$ cat config.mk
export PLATFORM = sky130hd
export DESIGN_NAME = gray_dec
export DESIGN_NICKNAME = d
export VERILOG_FILES = /design/src/rtl/gray_pkg.sv /design/src/rtl/gray2bin.sv /design/src/rtl/gray_dec.sv
export SDC_FILE = /design/constraint.sdc
export NUM_CORES = 1
export LEC_CHECK = 0
export CAP_MARGIN = 5
export CELL_PAD_IN_SITES_DETAIL_PLACEMENT = 0
export CELL_PAD_IN_SITES_GLOBAL_PLACEMENT = 1
export CORE_ASPECT_RATIO = 0.5
export CORE_UTILIZATION = 44
export CTS_CLUSTER_DIAMETER = 50
export CTS_CLUSTER_SIZE = 8
export DETAILED_ROUTE_END_ITERATION = 12
export PLACE_DENSITY_LB_ADDON = 0.2
export SYNTH_ARGS = -nofsm -noshare
export SYNTH_HDL_FRONTEND = slang
export SYNTH_SLANG_ARGS = --single-unit
export TNS_END_PERCENT = 5
$ cat constraint.sdc
create_clock -name clk -period 3.85 [get_ports clk]
set_input_delay 0.5775 -clock clk [delete_from_list [all_inputs] [get_ports clk]]
set_output_delay 0.5775 -clock clk [all_outputs]
set_load 0.01 [all_outputs]
$ cat src/rtl/gray_pkg.sv
// ---------------------------------------------------------------------------
// gray_pkg : shared types and helpers for the gray-code decoder
// rev 1.0
// ---------------------------------------------------------------------------
`default_nettype none

package gray_pkg;

  localparam int DEF_CBITS = 8;

  localparam logic [0:0] ST_ACQ   = 1'b0;
  localparam logic [0:0] ST_TRACK = 1'b1;

  typedef enum logic [0:0] {
    ACQ   = ST_ACQ,
    TRACK = ST_TRACK
  } state_e;

  // Reference conversion at the default width, for checkers that need a function form
  function automatic logic [DEF_CBITS-1:0] gray2bin_fn(input logic [DEF_CBITS-1:0] g);
    logic [DEF_CBITS-1:0] b;
    b[DEF_CBITS-1] = g[DEF_CBITS-1];
    for (int i = DEF_CBITS - 2; i >= 0; i--) begin
      b[i] = b[i+1] ^ g[i];
    end
    return b;
  endfunction

endpackage

`default_nettype wire

$ cat src/rtl/gray2bin.sv
// ---------------------------------------------------------------------------
// gray2bin : combinational gray-to-binary prefix XOR
// rev 1.0
// ---------------------------------------------------------------------------
`default_nettype none

module gray2bin
  import gray_pkg::*;
#(
  parameter int W = DEF_CBITS
) (
  input  logic [W-1:0] gray,
  output logic [W-1:0] bin
);

  generate
    for (genvar i = 0; i < W; i++) begin : g_bit
      assign bin[i] = ^gray[W-1:i];
    end
  endgenerate

endmodule

`default_nettype wire

$ cat src/rtl/gray_dec.sv
// ---------------------------------------------------------------------------
// gray_dec : gray-coded counter receiver with step checking and lock tracking
// rev 1.0
// ---------------------------------------------------------------------------
`default_nettype none

module gray_dec
  import gray_pkg::*;
#(
  parameter int CBITS  = DEF_CBITS,
  parameter int LOCK_N = 4
) (
  input  logic             clk,
  input  logic             rst_n,
  input  logic [CBITS-1:0] gray_in,
  input  logic             gray_vld,
  output logic [CBITS-1:0] bin_out,
  output logic             bin_vld,
  output logic             wrap,
  output logic             step_err,
  output logic             err_sticky,
  output logic [7:0]       err_cnt,
  output logic             locked
);

  localparam logic [3:0]       LOCK_MAX = LOCK_N[3:0];
  localparam logic [CBITS-1:0] ONE      = {{(CBITS-1){1'b0}}, 1'b1};

  state_e           state;
  logic [CBITS-1:0] prev;
  logic [3:0]       run;

  logic [CBITS-1:0] dec;
  logic [CBITS-1:0] prev_inc;
  logic [3:0]       run_inc;
  logic             is_hold;
  logic             is_step;

  gray2bin #(.W(CBITS)) u_gray2bin (
    .gray (gray_in),
    .bin  (dec)
  );

  assign prev_inc = prev + ONE;
  assign is_hold  = (dec == prev);
  assign is_step  = (dec == prev_inc);
  assign run_inc  = (run == LOCK_MAX) ? run : run + 4'd1;

  always_ff @(posedge clk or negedge rst_n) begin
    if (!rst_n) begin
      state      <= ACQ;
      prev       <= '0;
      bin_out    <= '0;
      bin_vld    <= 1'b0;
      wrap       <= 1'b0;
      step_err   <= 1'b0;
      err_sticky <= 1'b0;
      err_cnt    <= 8'd0;
      run        <= 4'd0;
      locked     <= 1'b0;
    end else begin
      bin_vld  <= 1'b0;
      wrap     <= 1'b0;
      step_err <= 1'b0;
      if (gray_vld) begin
        bin_vld <= 1'b1;
        bin_out <= dec;
        // prev always follows the accepted sample, which also resyncs after an error
        prev    <= dec;
        if (state == ACQ) begin
          state  <= TRACK;
          run    <= 4'd0;
          locked <= 1'b0;
        end else if (is_hold) begin
          run <= run;
        end else if (is_step) begin
          run    <= run_inc;
          locked <= (run_inc == LOCK_MAX);
          wrap   <= &prev;
        end else begin
          step_err   <= 1'b1;
          err_sticky <= 1'b1;
          if (err_cnt != 8'hFF) begin
            err_cnt <= err_cnt + 8'd1;
          end
          run    <= 4'd0;
          locked <= 1'b0;
        end
      end
    end
  end

endmodule

`default_nettype wire

-- Word-level counts from Yosys, hierarchy flattened
Cells that the tools add are included.
- bits in registers: 26
- latch bits: 0
- memory bits (writable): 0
- memory bits (read-only): 0
- output and inout port bits: 21
- memories: 0
- add/sub/neg operators: 3
- multipliers: 0
- divide/modulo/power cells: 0
- $lt $le $gt $ge: 0
- equality and inequality tests: 6
- shift operators: 0
- mux-type cells: 16
- bitwise gates (word level): 2
- reductions and logical operators: 11
- operators with widths (kind ; count):
    8-bit by 1-bit adder with 8-bit output, second input constant ; 2
    8-bit == test ; 2
    4-bit two-way mux ; 4
    1-bit two-way mux ; 12
    4-bit by 3-bit == test with 1-bit output, second input constant ; 2
    8-bit inequality test, second input constant ; 1
    8-bit AND reduction ; 1
    8-bit XOR reduction ; 1
    7-bit XOR reduction ; 1
    6-bit XOR reduction ; 1
    5-bit AND reduction ; 1
    5-bit XOR reduction ; 1
    4-bit by 1-bit adder with 4-bit output, second input constant ; 1
    4-bit AND reduction ; 1
    4-bit XOR reduction ; 1
    3-bit XOR reduction ; 1
    2-bit inequality test, second input constant ; 1
    1-bit inverter ; 2
    2-bit AND reduction ; 1
    2-bit XOR reduction ; 1

-- Longest topological paths before layout
Gate-level depths: netlist of the first run.
- depth in word-level cells: 6
- depth in mapped cells: 8
- gate-level depth less buffers: 8

-- Hierarchy
A second synthesis of the first run with hierarchy kept.
- cell total of the unflattened synthesis: 145
- area total of the unflattened synthesis: 1552.7 um^2
- modules (own cells, without submodules) (module ; times used ; cells each ; area an instance (um^2) ; seq. area each (um^2)):
    gray_dec ; 1 ; 135 ; 1427.6 ; 650.6
    gray2bin ; 1 ; 10 ; 125.1 ; 0.0

-- Worst setup path before layout of the first run
OpenSTA, ideal clock, no wires.
- path kind: input-to-reg
- start point: in gray_in[7]
- end point: reg err_cnt[1]
- setup time: 0.125 ns
- data arrival time: 2.992 ns
- data required time: 3.725 ns
- slack: 0.733 ns
- stages: 8
- path buffers: 1
- cell sequence: buf_6 -> xor3_4 -> xnor2_4 -> mux4_1 -> mux2_2 -> o211ai_4 -> nor2_2 -> mux2_4
- longest elaborated chain between the ends: 4
- elaborated cells on any way between the ends: 12
- classes of those cells: eq/ne: 2; bitwise: 2; reduce/logical: 8
- RTL lines (element ; RTL line ; source):
    start, declared ; gray_dec.sv:15 ; input logic [CBITS-1:0] gray_in,
    8-bit XOR reduction (tied with other cells) ; gray2bin.sv:18 ; assign bin[i] = ^gray[W-1:i];
    8-bit == test (on tied branches) ; gray_dec.sv:46, gray_dec.sv:45 ;
    1-bit inverter (no source line) ; n/a ;
    5-bit AND reduction (no source line) (*) ; n/a ;
    end signal, assigned ; gray_dec.sv:84 ; err_cnt <= err_cnt + 8'd1;
    end, declared ; gray_dec.sv:22 ; output logic [7:0] err_cnt,
Every way passes the cells marked *; elsewhere a longest branch is shown, timed or not.
A chain may end at the register's enable or synchronous reset.

-- Final worst setup path of the first run
Same ends and word-level chain as after synthesis.

==> key figures, run 1 <==
Floorplanning
  • Ports: 32
  • Die H: 47.1 um
  • Row Count: 15
  • Core area: 3660 um^2
  • Die width: between 90 and 100 um
  • Die area: about 4300 um^2
  • Starting density of the core: 0.490

Clock tree
  • CTS tree: built
  • Clk slew on worst S/H paths: approximately 0.10 ns
  • Post-CTS Resized: 0
  • Worst-skew pair later-pin latency: around 0.28 ns
  • CTS buffer count: 3
  • CTS max path bufs: 2
  • # clock sinks: 26
  • Root buf cell: clkbuf_8
  • Setup Fix Bufs, Post-CTS: 0
  • Post-CTS Hold Buffers: 0
  • Htree depth: 1

Timing
  • RSZ-0062 raised after global routing: false
  • Setup ws final: ~0.41 ns
  • Final period util: 0.893
  • Slew headroom: 0.656
  • Hold Violations, Final: 0
  • Minimum clock period: roughly 3.4 ns
  • Final Max Slew Viols: 0
  • Skew final: 0.00698 ns
  • Worst hold slack: roughly 0.48 ns
  • Maximum clock frequency: 291 MHz
  • Slew @ Worst Pin: between 0.5 and 0.6 ns
  • TNS Setup: 0 ns
  • Endpoints failing setup: 0

Critical path
  • CP startpoint: gray_in[7]
  • CP max FO: 10
  • Type of origin of the critical path: input port
  • Worst Reg-to-Reg Cells: 8
  • CP endpoint kind: flop
  • WS Path Type: in2reg
  • Crit path required time: about 4 ns
  • WP data arrival: roughly 3.6 ns
  • Reg-to-Reg Start: prev[1]

Synthesis
  • Xor/xnor share of the synthesized area: 0.180
  • Post-synthesis compound-gate area fraction: 0.111
  • Top cell type's share of synthesized area: 0.363
  • Top cell type by total area after synthesis: dfrtp_1
  • Seq cells post-synth: 26
  • Post-synthesis simple-gate area fraction: 0.186
  • Top cells by area, synth: dfrtp_1, xor2_1, nand2_1
  • Post-Syn Instances: around 180
  • Synth warn: 0
  • Synth unique cells: between 40 and 50
  • Main combinational cell family by area after synthesis: simple AND/OR/NAND/NOR gates
  • Ys flop type: dfrtp_1
  • Average size of a mapped cell: 10.2 um^2
  • EDFF count, synth: 0
  • Post-Syn Area: ~1800 um^2
  • Fraction of synthesized area in multiplexers: 0.0964
  • Synth Area in Adders: 0.0279
  • Register area share after synthesis: 0.363
  • Post-Syn Nets: 190
  • Async set-reset flop share out of synthesis: 1.00

Layout
  • Share of layout cells above drive strength 1: 0.115
  • Ant diodes: 0
  • Fillcell total: 320
  • Area growth, synth to finish: 24.9%
  • Most common cell after layout, fill and taps aside: clkdlybuf4s50_1
  • Most frequent cells in the layout: clkdlybuf4s50_1, dfrtp_1, nand2_1
  • Seq. cell area: approximately 650 um^2
  • Final nets: 224
  • Area of the multi-input gates: ~1100 um^2

Placed design
  • Detailed Place HPWL: ~2.8 mm
  • Port bufs: 31
  • Pre-CTS setup slack: around 0.13 ns
  • Gpl congestion: about 0.81

Drt
  • DRC: 0
  • Via count: between 1000 and 1500
  • Pre-antenna DRT Iters: 4
  • Post-route ant nets: 0
  • Routed WL: between 3 and 4 mm
  • Via density: ~5.7
  • Starting DRT DRC Count: 90
  • DR WL/cell: 14.5 um

Global route
  • Total global-route track usage: 0.192
  • Largest net degree at the start of global routing: 27
  • First-pass GRT wire length: 6.25 mm
  • Vias in the first global route: 1272
  • Initial antenna violation count: 0
  • Gr ovfl total: 0

Run
  • Max Cap Viol: 0

Pwr
  • Leak Pwr: 0.991 nW
  • PD cells: slightly above 500 nW/um^2
  • Peak supply drop: approximately 0.27 mV

Worst hold path
  • Worst hold path stage count: 1
  • Worst hold path type: reg2reg
  • Hold Startpoint: err_sticky

Outcome
  • Status: finished clean
## state kept, by name, indices dropped and copies added (netlist names)
register / cells
err_cnt: 8
prev: 8
run: 4
bin_vld: 1
err_sticky: 1
locked: 1
state: 1
step_err: 1
wrap: 1
## worst max-delay path: stages
cell	delay, ns
clkdlybuf4s50_1	0.50
xor3_4	0.60
xnor2_4	0.27
mux4_1	0.58
mux2_2	0.32
o211ai_4	0.33
nor2_2	0.10
mux2_4	0.31
## cell families after synthesis
family                     Yosys count
adders and majority gates            4
and+or+nand+nor                     66
muxes                               13
AOI/OAI and AO/OA                   25
buffers and inverters               15
DFF                                 26
xor gates and xnor gates            26
## through the flow
stage               cell area (um^2)  power, W   util  instances
global route                    2240   0.00121  0.611        259
global placement                2170  0.000890  0.592        255
detailed placement              2170  0.000904  0.592        255
CTS                             2240   0.00114  0.611        259
finish                          2240   0.00114  0.611        259
floorplan                       1790  0.000703      -        175
## power breakdown
group	internal [W]	leakage [nW]	switching, W	total, W
Combinational	0.000268	0.639	0.000212	0.000480
Sequential	0.000329	0.316	0.0000917	0.000420
Clock	0.000139	0.0357	0.0000961	0.000235
Total	0.000735	0.991	0.000400	0.00114
## layout make-up
cell class,count,share of cell area
Tap cell,51,0.0285
Clock buffer,3,0.0185
Clock inverter,1,0.0134
Inverter,9,0.0151
Multi-Input combinational cell,134,0.482
Sequential cell,26,0.291
Timing Repair Buffer,35,0.152
## layer usage
| layer | routed length, um | global-route usage |
|---|---|---|
| met1 | 1900 | 0.273 |
| met2 | 1620 | 0.318 |
| met3 | 204 | 0.0388 |
| met4 | 42 | 0.0281 |
| met5 | 0 | 0 |
## cells in the mapped netlist (2+ instances only)
| library cell | instances |
|---|---|
| dfrtp_1 | 26 |
| nand2_1 | 17 |
| xor2_1 | 14 |
| nor2_1 | 12 |
| inv_1 | 9 |
| nand3_1 | 8 |
| mux2i_1 | 6 |
| xnor2_1 | 6 |
| nor3_1 | 5 |
| or2_2 | 5 |
| a21oi_1 | 4 |
| and3_1 | 4 |
| clkbuf_1 | 4 |
| ha_1 | 4 |
| mux2_2 | 4 |
| o21ai_0 | 4 |
| a31oi_1 | 2 |
| and2_1 | 2 |
| mux4_1 | 2 |
| nand4_1 | 2 |
| nor2b_1 | 2 |
| nor4_1 | 2 |
| o211ai_1 | 2 |
| o2bb2ai_1 | 2 |
| xnor3_1 | 2 |
| xor3_1 | 2 |
## path summary, 6_finish.rpt
path | to | slack [ns]
worst max register to register | err_cnt[1] | 1.02
worst max-delay path | err_cnt[1] | 0.41
worst min register to register | err_sticky | 0.48
min in group asynchronous | prev[6] | 0.67
max in group asynchronous | run[0] | 2.92
worst min-delay path | err_sticky | 0.48
(Power assumes the default switching activity.)
==> run 2, diff against run 1 <==
CAP_MARGIN = 40   (was 5)
CORE_ASPECT_RATIO = 1.1   (was 0.5)
CTS_CLUSTER_DIAMETER = 40   (was 50)
==> run 2 against run 1 <==
Net effect:
- cell count decreased by 0.39%
- register-to-register slack improved by 0.09 ns
- die area decreased by 0.36%
- non-clock buffer count unchanged
- first-iteration DRC count decreased by 33%
- core utilization decreased by 2.2 points
- total power decreased by 5.4%
- critical path type unchanged
- largest cell class unchanged
- highest routed layer unchanged
==> key figures, run 2 (synthesis results as in run 1) <==
Critical path
  • R2R Setup Slk: 1.11 ns
  • FF-to-FF End: err_cnt[7]
  • CP endpoint kind: flop
  • Reg-to-Reg Start: prev[0]
  • WP data arrival: approximately 3.4 ns
  • WS Path Type: in2reg
  • Crit path required time: 4.00 ns
  • CP max FO: 9
  • Type of origin of the critical path: input port
  • Worst Reg-to-Reg Cells: 9

Layout
  • Fillcell total: between 300 and 400
  • Most frequent cells in the layout: clkdlybuf4s50_1, dfrtp_1, nand2_1
  • Layout Cells excl Fill: roughly 260
  • Area growth, synth to finish: 23.9%
  • Top flop regs: err_cnt x8, prev x8, run x4
  • Most common cell after layout, fill and taps aside: clkdlybuf4s50_1
  • Ant diodes: 0
  • Share of layout cells above drive strength 1: 0.115
  • Seq. cell area: 651 um^2
  • Final nets: ~220
  • Area of the multi-input gates: roughly 1100 um^2

Clock tree
  • CTS tree: built
  • Clk slew on worst S/H paths: roughly 0.10 ns
  • Post-CTS Resized: 0
  • Setup Fix Bufs, Post-CTS: 0
  • CTS max path bufs: 2
  • Htree depth: 1
  • CTS buffer count: 3
  • # clock sinks: 26
  • Post-CTS Hold Buffers: 0
  • Worst-skew pair later-pin latency: 0.27 ns
  • Root buf cell: clkbuf_8

Floorplanning
  • Starting density of the core: 0.475
  • Ports: 32
  • Die area: 4330 um^2
  • Die H: slightly below 70 um
  • Row Count: 23
  • Die width: 62.8 um
  • Core area: approximately 3800 um^2

Worst hold path
  • Hold Startpoint: err_sticky
  • Worst hold path type: reg2reg
  • Hold path endpoint: err_sticky
  • Worst hold path stage count: 1

Timing
  • RSZ-0062 raised after global routing: false
  • Endpoints failing setup: 0
  • Maximum clock frequency: just over 300 MHz
  • Final Max Slew Viols: 0
  • Slew headroom: 0.605
  • Skew final: approximately 0.0054 ns
  • Hold Violations, Final: 0
  • Slew @ Worst Pin: ~0.6 ns
  • Minimum clock period: approximately 3.3 ns
  • Final period util: 0.854
  • Setup ws final: between 0.5 and 0.6 ns
  • TNS Setup: 0 ns

Placed design
  • Pre-CTS setup slack: around 0.27 ns
  • Gpl congestion: 0.846
  • Detailed Place HPWL: between 2 and 3 mm
  • Port bufs: 31
  • Placed Instances: around 250

Global route
  • Largest net degree at the start of global routing: 27
  • Vias in the first global route: ~1300
  • Gr ovfl total: 0
  • Initial antenna violation count: 0
  • Total global-route track usage: 0.185
  • First-pass GRT wire length: about 6 mm

Pwr
  • Peak supply drop: between 0.2 and 0.3 mV
  • Leak Pwr: approximately 1 nW
  • PD cells: ~480 nW/um^2

Drt
  • Via count: 1412
  • DR WL/cell: 14.4 um
  • Post-route ant nets: 0
  • Via density: between 5 and 6
  • DRC: 0
  • Routed WL: 3.72 mm
  • Starting DRT DRC Count: 60
  • Pre-antenna DRT Iters: 4

Run
  • Max Cap Viol: 0

Outcome
  • Status: finished clean
run 2: cell count changes in the layout (fill, tap and decap cells not counted):
cell       before  now
bufinv_16       1    0
clkbuf_8        3    4
run 2: worst max-delay path by stage:
stage                     startpoint    endpoint  depth (start not counted)
after floorplan           gray_in[7]  err_cnt[1]                          8
after global placement    gray_in[7]  err_cnt[7]                          9
after detailed placement  gray_in[5]  err_cnt[7]                          9
after CTS                 gray_in[5]  err_cnt[7]                          9
after global routing      gray_in[6]  err_cnt[3]                          9
final                     gray_in[5]  err_cnt[7]                          9
run 2: layout make-up:
type                    count  area share
well taps                  50      0.0282
clock buffers               4      0.0248
inverters                   9      0.0152
multi-input cells         134       0.485
repair buffers             35       0.153
flip-flops and latches     26       0.293
run 2: stage by stage:
| step | cell area, um^2 | hold WS, ns | power (W) | util |
|---|---|---|---|---|
| after detailed placement | 2160 | 0.453 | 0.000899 | 0.574 |
| after global routing | 2220 | 0.502 | 0.00114 | 0.589 |
| after CTS | 2220 | 0.479 | 0.00108 | 0.589 |
| after floorplan | 1790 | 0.282 | 0.000703 | - |
| final | 2220 | 0.468 | 0.00107 | 0.589 |
| after global placement | 2160 | 0.448 | 0.000884 | 0.574 |
run 2: metal layers:
metal	share of wire	wire length, um	track usage	vias to the layer above
met2	0.52	1950	0.352	28
li1	-	-	-	689
met5	0	0	0	-
met3	0.023	86	0.0263	4
met4	0.016	61	0.0843	0
met1	0.44	1630	0.207	691
run 2: critical path: stages:
cell and delay, ns:
clkdlybuf4s50_1 0.57, xor3_4 0.51, xnor2_4 0.26, mux4_1 0.58, mux2_2 0.32, o211ai_4 0.21, buf_4 0.19, nor4_1 0.07
xor2_1 0.15
run 2: power breakdown:
part	internal [W]	leakage [nW]	switching [W]
clock	0.0000914	0.0288	0.0000890
combinational	0.000268	0.638	0.000210
sequential	0.000329	0.316	0.0000874
